**config.mk**
```make
export PLATFORM = sky130hd
export DESIGN_NAME = mpu_store
export DESIGN_NICKNAME = d
export VERILOG_FILES = /design/src/rtl/mpu_pkg.sv /design/src/rtl/mpu_store_fifo.sv /design/src/rtl/mpu_store.sv
export SDC_FILE = /design/constraint.sdc
export NUM_CORES = 1
export LEC_CHECK = 0
export CAP_MARGIN = 5
export CELL_PAD_IN_SITES_DETAIL_PLACEMENT = 0
export CELL_PAD_IN_SITES_GLOBAL_PLACEMENT = 1
export CORE_ASPECT_RATIO = 1.25
export CORE_MARGIN = 8
export CORE_UTILIZATION = 46
export CTS_CLUSTER_DIAMETER = 30
export CTS_CLUSTER_SIZE = 16
export DETAILED_ROUTE_END_ITERATION = 7
export DONT_BUFFER_PORTS = 1
export PLACE_DENSITY_LB_ADDON = 0.1
export SYNTH_ARGS = -nofsm -noshare
export SYNTH_HDL_FRONTEND = slang
export SYNTH_SLANG_ARGS = --single-unit
```
**constraint.sdc**
```tcl
create_clock -name clk -period 6.74 [get_ports clk]
set_input_delay 0.337 -clock clk [delete_from_list [all_inputs] [get_ports clk]]
set_output_delay 0.337 -clock clk [all_outputs]
set_load 0.05 [all_outputs]
```
**src/rtl/mpu_pkg.sv**
```systemverilog
// Shared definitions for the matrix processing unit.
// Holds the default geometry of the matrix register file and the
// store-engine state encoding used by mpu_store.
package mpu_pkg;

    // Element width in bits (single-precision float by default).
    localparam int FP              = 32;
    // Largest matrix the register file holds: M rows by N columns.
    localparam int M               = 2;
    localparam int N               = 2;
    // Width of a matrix-register address.
    localparam int MATRIX_REG_SIZE = 4;
    // Depth of the store output buffer.
    localparam int STORE_FIFO_DEPTH = 2;

    typedef enum logic {
        STORE_IDLE   = 1'b0,
        STORE_MATRIX = 1'b1
    } store_state_t;

endpackage : mpu_pkg

```
**src/rtl/mpu_store_fifo.sv**
```systemverilog
// Two-entry output buffer for the store engine.
// Each entry carries one matrix element together with its row/col tags
// and the final-element flag. Push is ignored when full, pop when empty.
module mpu_store_fifo #(
    parameter int DW = 32,
    parameter int RW = 1,
    parameter int CW = 1
) (
    input  logic          clk,
    input  logic          rst,
    input  logic          i_push,
    input  logic [DW-1:0] i_push_data,
    input  logic [RW-1:0] i_push_row,
    input  logic [CW-1:0] i_push_col,
    input  logic          i_push_last,
    input  logic          i_pop,
    output logic [1:0]    o_count,
    output logic [DW-1:0] o_head_data,
    output logic [RW-1:0] o_head_row,
    output logic [CW-1:0] o_head_col,
    output logic          o_head_last
);

    localparam int EW = DW + RW + CW + 1;

    logic [EW-1:0] r_mem [2];
    logic          r_wr_ptr;
    logic          r_rd_ptr;
    logic [1:0]    r_count;

    logic w_push_ok;
    logic w_pop_ok;

    assign w_push_ok = i_push && (r_count != 2'd2);
    assign w_pop_ok  = i_pop  && (r_count != 2'd0);

    // Storage, pointers and occupancy; head is whatever the read pointer selects.
    always_ff @(posedge clk or posedge rst) begin
        if (rst) begin
            // NOTE: the two entries are reset so the head outputs read 0 while in reset; a deep RAM would not be.
            for (int i = 0; i < 2; i++) begin
                r_mem[i] <= '0;
            end
            r_wr_ptr <= 1'b0;
            r_rd_ptr <= 1'b0;
            r_count  <= 2'd0;
        end else begin
            // NOTE: non-blocking assignments so every register updates from pre-edge values.
            if (w_push_ok) begin
                r_mem[r_wr_ptr] <= {i_push_data, i_push_row, i_push_col, i_push_last};
                r_wr_ptr        <= ~r_wr_ptr;
            end
            if (w_pop_ok) begin
                r_rd_ptr <= ~r_rd_ptr;
            end
            r_count <= r_count + 2'(w_push_ok) - 2'(w_pop_ok);
        end
    end

    assign o_count = r_count;
    assign {o_head_data, o_head_row, o_head_col, o_head_last} = r_mem[r_rd_ptr];

endmodule : mpu_store_fifo

```
**src/rtl/mpu_store.sv**
```systemverilog
// Matrix store engine: reads an m x n matrix out of the register file in
// row-major order and streams the elements, tagged with row/col/last, over a
// valid/ready interface. At most one register read is outstanding and the
// 2-entry output buffer is never overcommitted.
// Optional build macro MPU_STORE_ERR_CHECK_EN: reject requests whose
// dimensions are zero or exceed M/N, pulsing store_error instead of starting.
module mpu_store #(
    parameter int FP              = mpu_pkg::FP,
    parameter int M               = mpu_pkg::M,
    parameter int N               = mpu_pkg::N,
    parameter int MATRIX_REG_SIZE = mpu_pkg::MATRIX_REG_SIZE
) (
    input  logic                       clk,
    input  logic                       rst,
    input  logic                       store_req,
    input  logic [MATRIX_REG_SIZE-1:0] store_addr,
    input  logic [$clog2(M):0]         store_m,
    input  logic [$clog2(N):0]         store_n,
    output logic                       store_ready,
    output logic                       reg_rd_en,
    output logic [MATRIX_REG_SIZE-1:0] reg_rd_addr,
    output logic [$clog2(M*N)-1:0]     reg_rd_idx,
    input  logic [FP-1:0]              reg_rd_data,
    output logic [FP-1:0]              element_out,
    output logic                       element_valid,
    input  logic                       element_ready,
    output logic [$clog2(M)-1:0]       row_out,
    output logic [$clog2(N)-1:0]       col_out,
    output logic                       last_out,
    output logic                       store_done,
    output logic                       store_error
);

    import mpu_pkg::store_state_t;
    import mpu_pkg::STORE_IDLE;
    import mpu_pkg::STORE_MATRIX;

    localparam int IDXW = $clog2(M*N);
    localparam int RW   = $clog2(M);
    localparam int CW   = $clog2(N);
    localparam int MW   = $clog2(M) + 1;
    localparam int NW   = $clog2(N) + 1;

    store_state_t r_state;
    store_state_t w_next_state;

    // Latched request
    logic [MATRIX_REG_SIZE-1:0] r_addr;
    logic [MW-1:0]              r_m;
    logic [NW-1:0]              r_n;

    // Read-issue cursor
    logic [RW-1:0] r_row;
    logic [CW-1:0] r_col;
    logic          r_issue_done;

    // Tags of the read whose data arrives this cycle
    logic          r_inflight;
    logic [RW-1:0] r_inf_row;
    logic [CW-1:0] r_inf_col;
    logic          r_inf_last;

    logic r_done;

    logic       w_accept;
    logic       w_pop;
    logic       w_row_last;
    logic       w_col_last;
    logic       w_head_last;
    logic [1:0] w_fifo_count;
    logic [2:0] w_occupancy;

    assign w_row_last = (MW'(r_row) == (r_m - MW'(1)));
    assign w_col_last = (NW'(r_col) == (r_n - NW'(1)));

    // Buffered elements plus the read in flight, minus the one leaving now.
    assign w_pop       = element_valid && element_ready;
    assign w_occupancy = 3'(w_fifo_count) + 3'(r_inflight) - 3'(w_pop);

`ifdef MPU_STORE_ERR_CHECK_EN
    logic r_err;
    logic w_dims_bad;

    assign w_dims_bad = (store_m == '0) || (store_n == '0) ||
                        (store_m > MW'(M)) || (store_n > NW'(N));
    assign w_accept   = store_req && store_ready && !w_dims_bad;

    // Rejection pulse one cycle after a bad request is presented while idle.
    always_ff @(posedge clk or posedge rst) begin
        if (rst) begin
            r_err <= 1'b0;
        end else begin
            r_err <= store_req && store_ready && w_dims_bad;
        end
    end

    assign store_error = r_err;
`else
    assign w_accept    = store_req && store_ready;
    assign store_error = 1'b0;
`endif

    // State register.
    always_ff @(posedge clk or posedge rst) begin
        if (rst) begin
            r_state <= STORE_IDLE;
        end else begin
            r_state <= w_next_state;
        end
    end

    // Next state: start on accept, finish when the last-tagged element leaves.
    always_comb begin
        // NOTE: default assignment first so no path leaves the signal unassigned (no latch).
        w_next_state = r_state;
        case (r_state)
            STORE_IDLE:   if (w_accept)              w_next_state = STORE_MATRIX;
            STORE_MATRIX: if (w_pop && w_head_last)  w_next_state = STORE_IDLE;
            default:                                 w_next_state = STORE_IDLE;
        endcase
    end

    // Outputs decoded from state: idle flag and read strobe with buffer credit.
    always_comb begin
        store_ready = 1'b0;
        reg_rd_en   = 1'b0;
        case (r_state)
            STORE_IDLE:   store_ready = 1'b1;
            STORE_MATRIX: reg_rd_en   = !r_issue_done && (w_occupancy < 3'd2);
            default:      ;
        endcase
    end

    // Request latch, row-major read cursor and in-flight tag capture.
    always_ff @(posedge clk or posedge rst) begin
        if (rst) begin
            r_addr       <= '0;
            r_m          <= '0;
            r_n          <= '0;
            r_row        <= '0;
            r_col        <= '0;
            r_issue_done <= 1'b0;
            r_inflight   <= 1'b0;
            r_inf_row    <= '0;
            r_inf_col    <= '0;
            r_inf_last   <= 1'b0;
        end else begin
            r_inflight <= reg_rd_en;
            if (reg_rd_en) begin
                r_inf_row  <= r_row;
                r_inf_col  <= r_col;
                r_inf_last <= w_row_last && w_col_last;
            end

            if (w_accept) begin
                r_addr       <= store_addr;
                r_m          <= store_m;
                r_n          <= store_n;
                r_row        <= '0;
                r_col        <= '0;
                r_issue_done <= 1'b0;
            end else if (reg_rd_en) begin
                if (w_col_last) begin
                    r_col <= '0;
                    if (w_row_last) begin
                        r_issue_done <= 1'b1;
                    end else begin
                        r_row <= r_row + RW'(1);
                    end
                end else begin
                    r_col <= r_col + CW'(1);
                end
            end
        end
    end

    // Completion pulse in the cycle after the final element is consumed.
    always_ff @(posedge clk or posedge rst) begin
        if (rst) begin
            r_done <= 1'b0;
        end else begin
            r_done <= (r_state == STORE_MATRIX) && w_pop && w_head_last;
        end
    end

    assign store_done  = r_done;
    assign reg_rd_addr = r_addr;
    assign reg_rd_idx  = IDXW'(r_row) * IDXW'(N) + IDXW'(r_col);

    // Read data lands in the buffer on the edge after it is valid.
    mpu_store_fifo #(
        .DW (FP),
        .RW (RW),
        .CW (CW)
    ) u_fifo (
        .clk         (clk),
        .rst         (rst),
        .i_push      (r_inflight),
        .i_push_data (reg_rd_data),
        .i_push_row  (r_inf_row),
        .i_push_col  (r_inf_col),
        .i_push_last (r_inf_last),
        .i_pop       (w_pop),
        .o_count     (w_fifo_count),
        .o_head_data (element_out),
        .o_head_row  (row_out),
        .o_head_col  (col_out),
        .o_head_last (w_head_last)
    );

    assign element_valid = (w_fifo_count != 2'd0);
    assign last_out      = w_head_last;

endmodule : mpu_store

```
==> flow_summary.toml, run 1 <==
[global_route]
grt_pass1_vias = 2313
overflow = 0
grt_pass1_wl_um = 12400
grt_max_degree = 54
grt_usage = 0.134
antenna_found_initial = 0

[sta]
period_minus_slack_ps = 2860
max_freq_mhz = 349
finalWorstSetupSlack_ps = 3880
tightest_slew_ps = 899
rsz0062_at_grt = "false"
slew_viol_final = 0
setup_viol = 0
fin_tns_setup_ps = 0
finalHoldViolCount = 0
fin_crit_sh = 0.425
whs_ps = 92.3
timing.max_slew.rel_slack = 0.401
skew_ps = 6.56

[worst_hold_path]
min-delay-path-class = "primary input to register"

[drt]
avgRoutedWirePerCell_um = 19.0
postRouteWirelength_um = 7830
first_pass_iters = 4
ant_nets = 0
drt-initial-drc-count = 61
route.detailed.drc = 0
vias = 2155
routed_via_density = 5.23

[place]
gp_congestion = 0.716
dp_slack_ps = 4070
portBuffers = 0
hpwl_um = 5430

[critical_path]
criticalPathCategory = "register to output pin"
path_delay_family = "adder cells"
crit_fanout = 8
cp-end-kind = "output pin"
crit_chain = "o21a_1 -> ha_1 -> nand2b_1 -> fa_1 -> nand3b_1 -> nor2_1 -> buf_4"
critPathMaxStageDelay_ps = 510
crit_path_top_delay_cell = "fa_1"
cp.required_ps = 6400
startpoint_type = "register"
cp.arrival_ps = 2530
crit_buf_inv = 1

[floorplanning]
core_um2 = 8650
die_area_um2 = 12200
die_x_um = 100
ios = 90
start_util = 0.472
rows = 38
die_h_um = 121

[final_layout]
diodes = 0
syn_to_final_growth_pct = 6.28
drive_above_1_share = 0.455
nFillCells = 798
fin_util = 0.502
final_nets = 336

[clock_tree]
cts_root_buf = "clkbuf_8"
clk_pin_slew_ps = 80
cts.path.max_buffers = 2
numCtsBuffers = 9
clkLatencyLatePin_ps = 350
cts.sinks = 91
htreeDepth = 3
cts_tree = "built"
ctsResizeCount = 0

[job]
cap_violations = 0

[yosys]
synth_top_cells_by_count = "107 x mux2_2, 91 x dfrtp_1, 25 x nand2_1, 8 x inv_1, 5 x buf_4"
synth_top_area_cell = "dfrtp_1"
synth_edf_count = 0
synth_area_leaders = "dfrtp_1 56%, mux2_2 30%, nand2_1 2.3%"
ys_seq_area_frac = 0.558
ys_types = 36
synth.avg_cell_area_um2 = 14.2
synthMostInstantiatedCell = "mux2_2"
synth-async-reset-ratio = 1.00
synth_ff_type = "dfrtp_1"
netlist_instances = 288
synth_area_um2 = 4080
synth_seq_cells = 91
syn-num-nets = 336
synth-warning-count = 0
synth_top_area_frac = 0.558

[status]
status = "finished clean"
==> registers in the layout, summed over array words and instances (netlist names), 2 cells and up <==
signal and cells:
r_m 2, u_fifo.r_mem 70, r_n 2, reg_rd_addr 4, u_fifo.o_count 2
==> worst reg2reg max path: cells and delay by family, from the launching register on <==
kind	cells	cell delay [ps]
mux	1	360
flops	1	500
buf+inv	1	240
simple gates	3	390
fa+ha+maj	2	780
compound gates	1	270
==> cell usage in the layout (no fill, tap or decap), drive strengths merged <==
cell type / count
xnor2: 4
and3b: 2
nor2: 3
a22o: 1
conb: 1
and2b: 1
or3b: 1
or2b: 1
a31o: 1
nand2: 25
a221oi: 1
clkbuf: 13
a21oi: 1
a21o: 1
o21ai: 1
dfrtp: 91
mux2: 107
and3: 1
o211ai: 2
ha: 3
buf: 4
clkinv: 3
a211oi: 1
o21a: 2
nand2b: 2
dlygate4sd3: 1
o22ai: 1
nor2b: 1
inv: 7
a21boi: 2
nand3b: 2
nand3: 1
a2111o: 1
xor2: 2
fa: 1
==> per-layer routing <==
metal,track usage,vias up,share of wire
li1,-,996,-
met2,0.227,57,0.51
met5,0,-,0
met3,0.0425,11,0.061
met1,0.145,1091,0.41
met4,0.0711,0,0.016
==> area by class of cell <==
class                           instances  area (um^2)  share of cell area
Timing Repair Buffer                    5         40.0             0.00922
Clock buffer                           13          169              0.0389
Clock inverter                          2         10.0             0.00231
Tap cell                              120          150              0.0346
Sequential cell                        91         2280               0.525
Inverter                                8         31.3             0.00721
Multi-Input combinational cell        173         1660               0.383
==> repair_timing <==
action / 4_1_cts / 5_1_grt
hold buffers: 1 / 0
setup buffers: 0 / 0
endpoints found under the hold margin: 38 / 0
==> cells by family after synthesis <==
family,Yosys count,share of synthesized area
AO/OA/AOI/OAI,15,0.0319
XOR/XNOR,6,0.0129
adder cells (fa/ha/maj),4,0.0141
buffers and inverters,24,0.0398
flip-flops,91,0.558
multiplexers,107,0.295
other,1,0.000918
AND/OR/NAND/NOR,40,0.0478
==> per-stage QoR <==
step | instances | instance area (um^2)
finish | 412 | 4340
global route | 412 | 4340
CTS | 412 | 4340
detailed placement | 396 | 4150
global placement | 396 | 4150
floorplan | 288 | 4080
==> worst paths after layout <==
check / start / end / slack, ps / cells past startpoint
max: u_fifo.o_count[1] / reg_rd_en / 3880 / 7
min: store_m[1] / r_m[1] / 90 / 2
max reg2reg: u_fifo.o_count[1] / r_inf_row / 4090 / 8
min reg2reg: u_fifo.r_mem[52] / u_fifo.r_mem[52] / 500 / 1
max in group asynchronous: rst / u_fifo.r_rd_ptr / 5060 / 3
min in group asynchronous: rst / u_fifo.r_mem[42] / 520 / 2
Power of run 1 is not shown: default switching activity piles up to over one toggle a cycle in this logic, so the estimate is an artifact.
==> run 2: changes to the inputs <==
==> constraint.sdc (replaced) <==
create_clock -name clk -period 2.6 [get_ports clk]
set_input_delay 0.13 -clock clk [delete_from_list [all_inputs] [get_ports clk]]
set_output_delay 0.13 -clock clk [all_outputs]
set_load 0.05 [all_outputs]
==> flow_summary.toml, run 2 (synthesis results as in run 1) <==
[drt]
routed_via_density = 5.11
ant_nets = 0
drt-initial-drc-count = 56
route.detailed.drc = 0
vias = 2362
postRouteWirelength_um = 8080
avgRoutedWirePerCell_um = 17.5
first_pass_iters = 4

[sta]
rsz0062_at_grt = "true"
finalHoldViolCount = 0
timing.max_slew.rel_slack = 0.551
fin_crit_sh = 0.978
slew_viol_final = 0
period_minus_slack_ps = 2540
max_freq_mhz = 393
tightest_slew_ps = 672
skew_ps = 4.71
setup_viol = 0

[critical_path]
r2r-start = "u_fifo.o_count[0]"
criticalPathCategory = "register to output pin"
path_delay_family = "adder cells"
crit_chain = "o21a_1 -> ha_1 -> nand2b_4 -> fa_1 -> nand3b_1 -> buf_4 -> nor2_4 -> buf_8"
crit_fanout = 3
rrSetupSlack_ps = 130
startpoint_type = "register"
cp.required_ps = 2470
reg2reg_to = "r_inf_row"
crit_buf_inv = 2
ff2ff_path_depth = 9
cp-end-kind = "output pin"
crit_path_top_delay_cell = "fa_1"
critPathMaxStageDelay_ps = 500
cp.arrival_ps = 2410

[final_layout]
diodes = 0
syn_to_final_growth_pct = 19.9
regMostFlops = "u_fifo.r_mem"
final_nets = 386
final_common_cell = "mux2_2"
largest_reg_flops = 70
final_cell_mix = "105 x mux2_2, 90 x dfrtp_1, 42 x dlygate4sd3_1"
finish.instance_area_um2 = 4900
drive_above_1_share = 0.424

[floorplanning]
ios = 90
die_area_um2 = 12200
rows = 38
die_x_um = 100
start_util = 0.472
die_h_um = 121
core_um2 = 8650

[clock_tree]
clkLatencyLatePin_ps = 350
cts.path.max_buffers = 2
cts.sinks = 91
htreeDepth = 3
cts_tree = "built"
clk_pin_slew_ps = 80
cts_root_buf = "clkbuf_8"
numCtsBuffers = 9

[global_route]
grt_pass1_vias = 2549
grt_max_degree = 92
grt_usage = 0.138
grt_pass1_wl_um = 13000
overflow = 0
antenna_found_initial = 0

[worst_hold_path]
min_to = "u_fifo.r_rd_ptr"
min-delay-path-class = "primary input to register"
min_from = "element_ready"
hold_path_depth = 3

[status]
status = "finished clean"

[place]
postPlaceCellArea_um2 = 4220
portBuffers = 0
hpwl_um = 5390
gp_congestion = 0.718

[job]
cap_violations = 0
[run 2: cell count changes in the layout (fill, tap and decap cells not counted), sizes merged]
cell | before | now
clkbuf | 13 | 14
bufinv | 0 | 1
dlygate4sd3 | 1 | 42
buf | 4 | 13
clkinv | 3 | 1
[run 2: final cells by class]
type,count,area (um^2)
fillers,747,3750
flip-flops and latches,91,2280
multi-input cells,173,1680
repair buffers,55,542
clock buffers,14,183
well taps,120,150
inverters,8,31.3
clock inverters,1,30.0
[run 2: worst max-delay path by stage]
| stage | slack (ps) | cells past startpoint | endpoint | startpoint |
|---|---|---|---|---|
| 3_5_place_dp | 160 | 9 | r_inf_col | u_fifo.o_count[0] |
| 2_1_floorplan | 3 | 8 | r_inf_col | u_fifo.o_count[1] |
| 5_1_grt | -80 | 8 | reg_rd_en | u_fifo.o_count[0] |
| 6_report | 60 | 8 | reg_rd_en | u_fifo.o_count[0] |
| 3_3_place_gp | 190 | 9 | r_inf_row | u_fifo.o_count[0] |
| 4_1_cts | 5 | 9 | reg_rd_en | u_fifo.o_count[0] |
[run 2: worst min-delay path, delay by kind of cell]
family / cells / cell delay, ps
xor+xnor: 1 / 50
compound gates: 1 / 130
buf+inv: 1 / 120
[run 2: per-layer routing]
layer | vias up | part of all wire | global-route usage
li1 | 1100 | - | -
met1 | 1198 | 0.43 | 0.162
met2 | 56 | 0.50 | 0.226
met3 | 8 | 0.064 | 0.0465
met4 | 0 | 0.011 | 0.0569
met5 | - | 0 | 0
[run 2: stage by stage]
step | hold slack, ps | TNS (ps) | cells | util | worst slack [ps]
2_1_floorplan | 235 | 0 | 288 | - | 3.09
3_3_place_gp | 166 | 0 | 402 | 0.488 | 191
3_5_place_dp | 171 | 0 | 402 | 0.488 | 163
4_1_cts | 91.8 | 0 | 462 | 0.565 | 5.25
5_1_grt | 112 | -75.5 | 462 | 0.566 | -75.5
6_report | 116 | 0 | 462 | 0.566 | 57.4
[run 2: repair_timing]
| action | in CTS | in global routing |
|---|---|---|
| pin swaps | 2 | 1 |
| setup endpoints to repair | 1 | 4 |
| gates resized for setup | 3 | 2 |
| buffers inserted | 3 | 0 |
| endpoints found under the hold margin | 164 | 0 |
| hold buffers | 42 | 0 |
Power of run 2 is left out for the same reason.
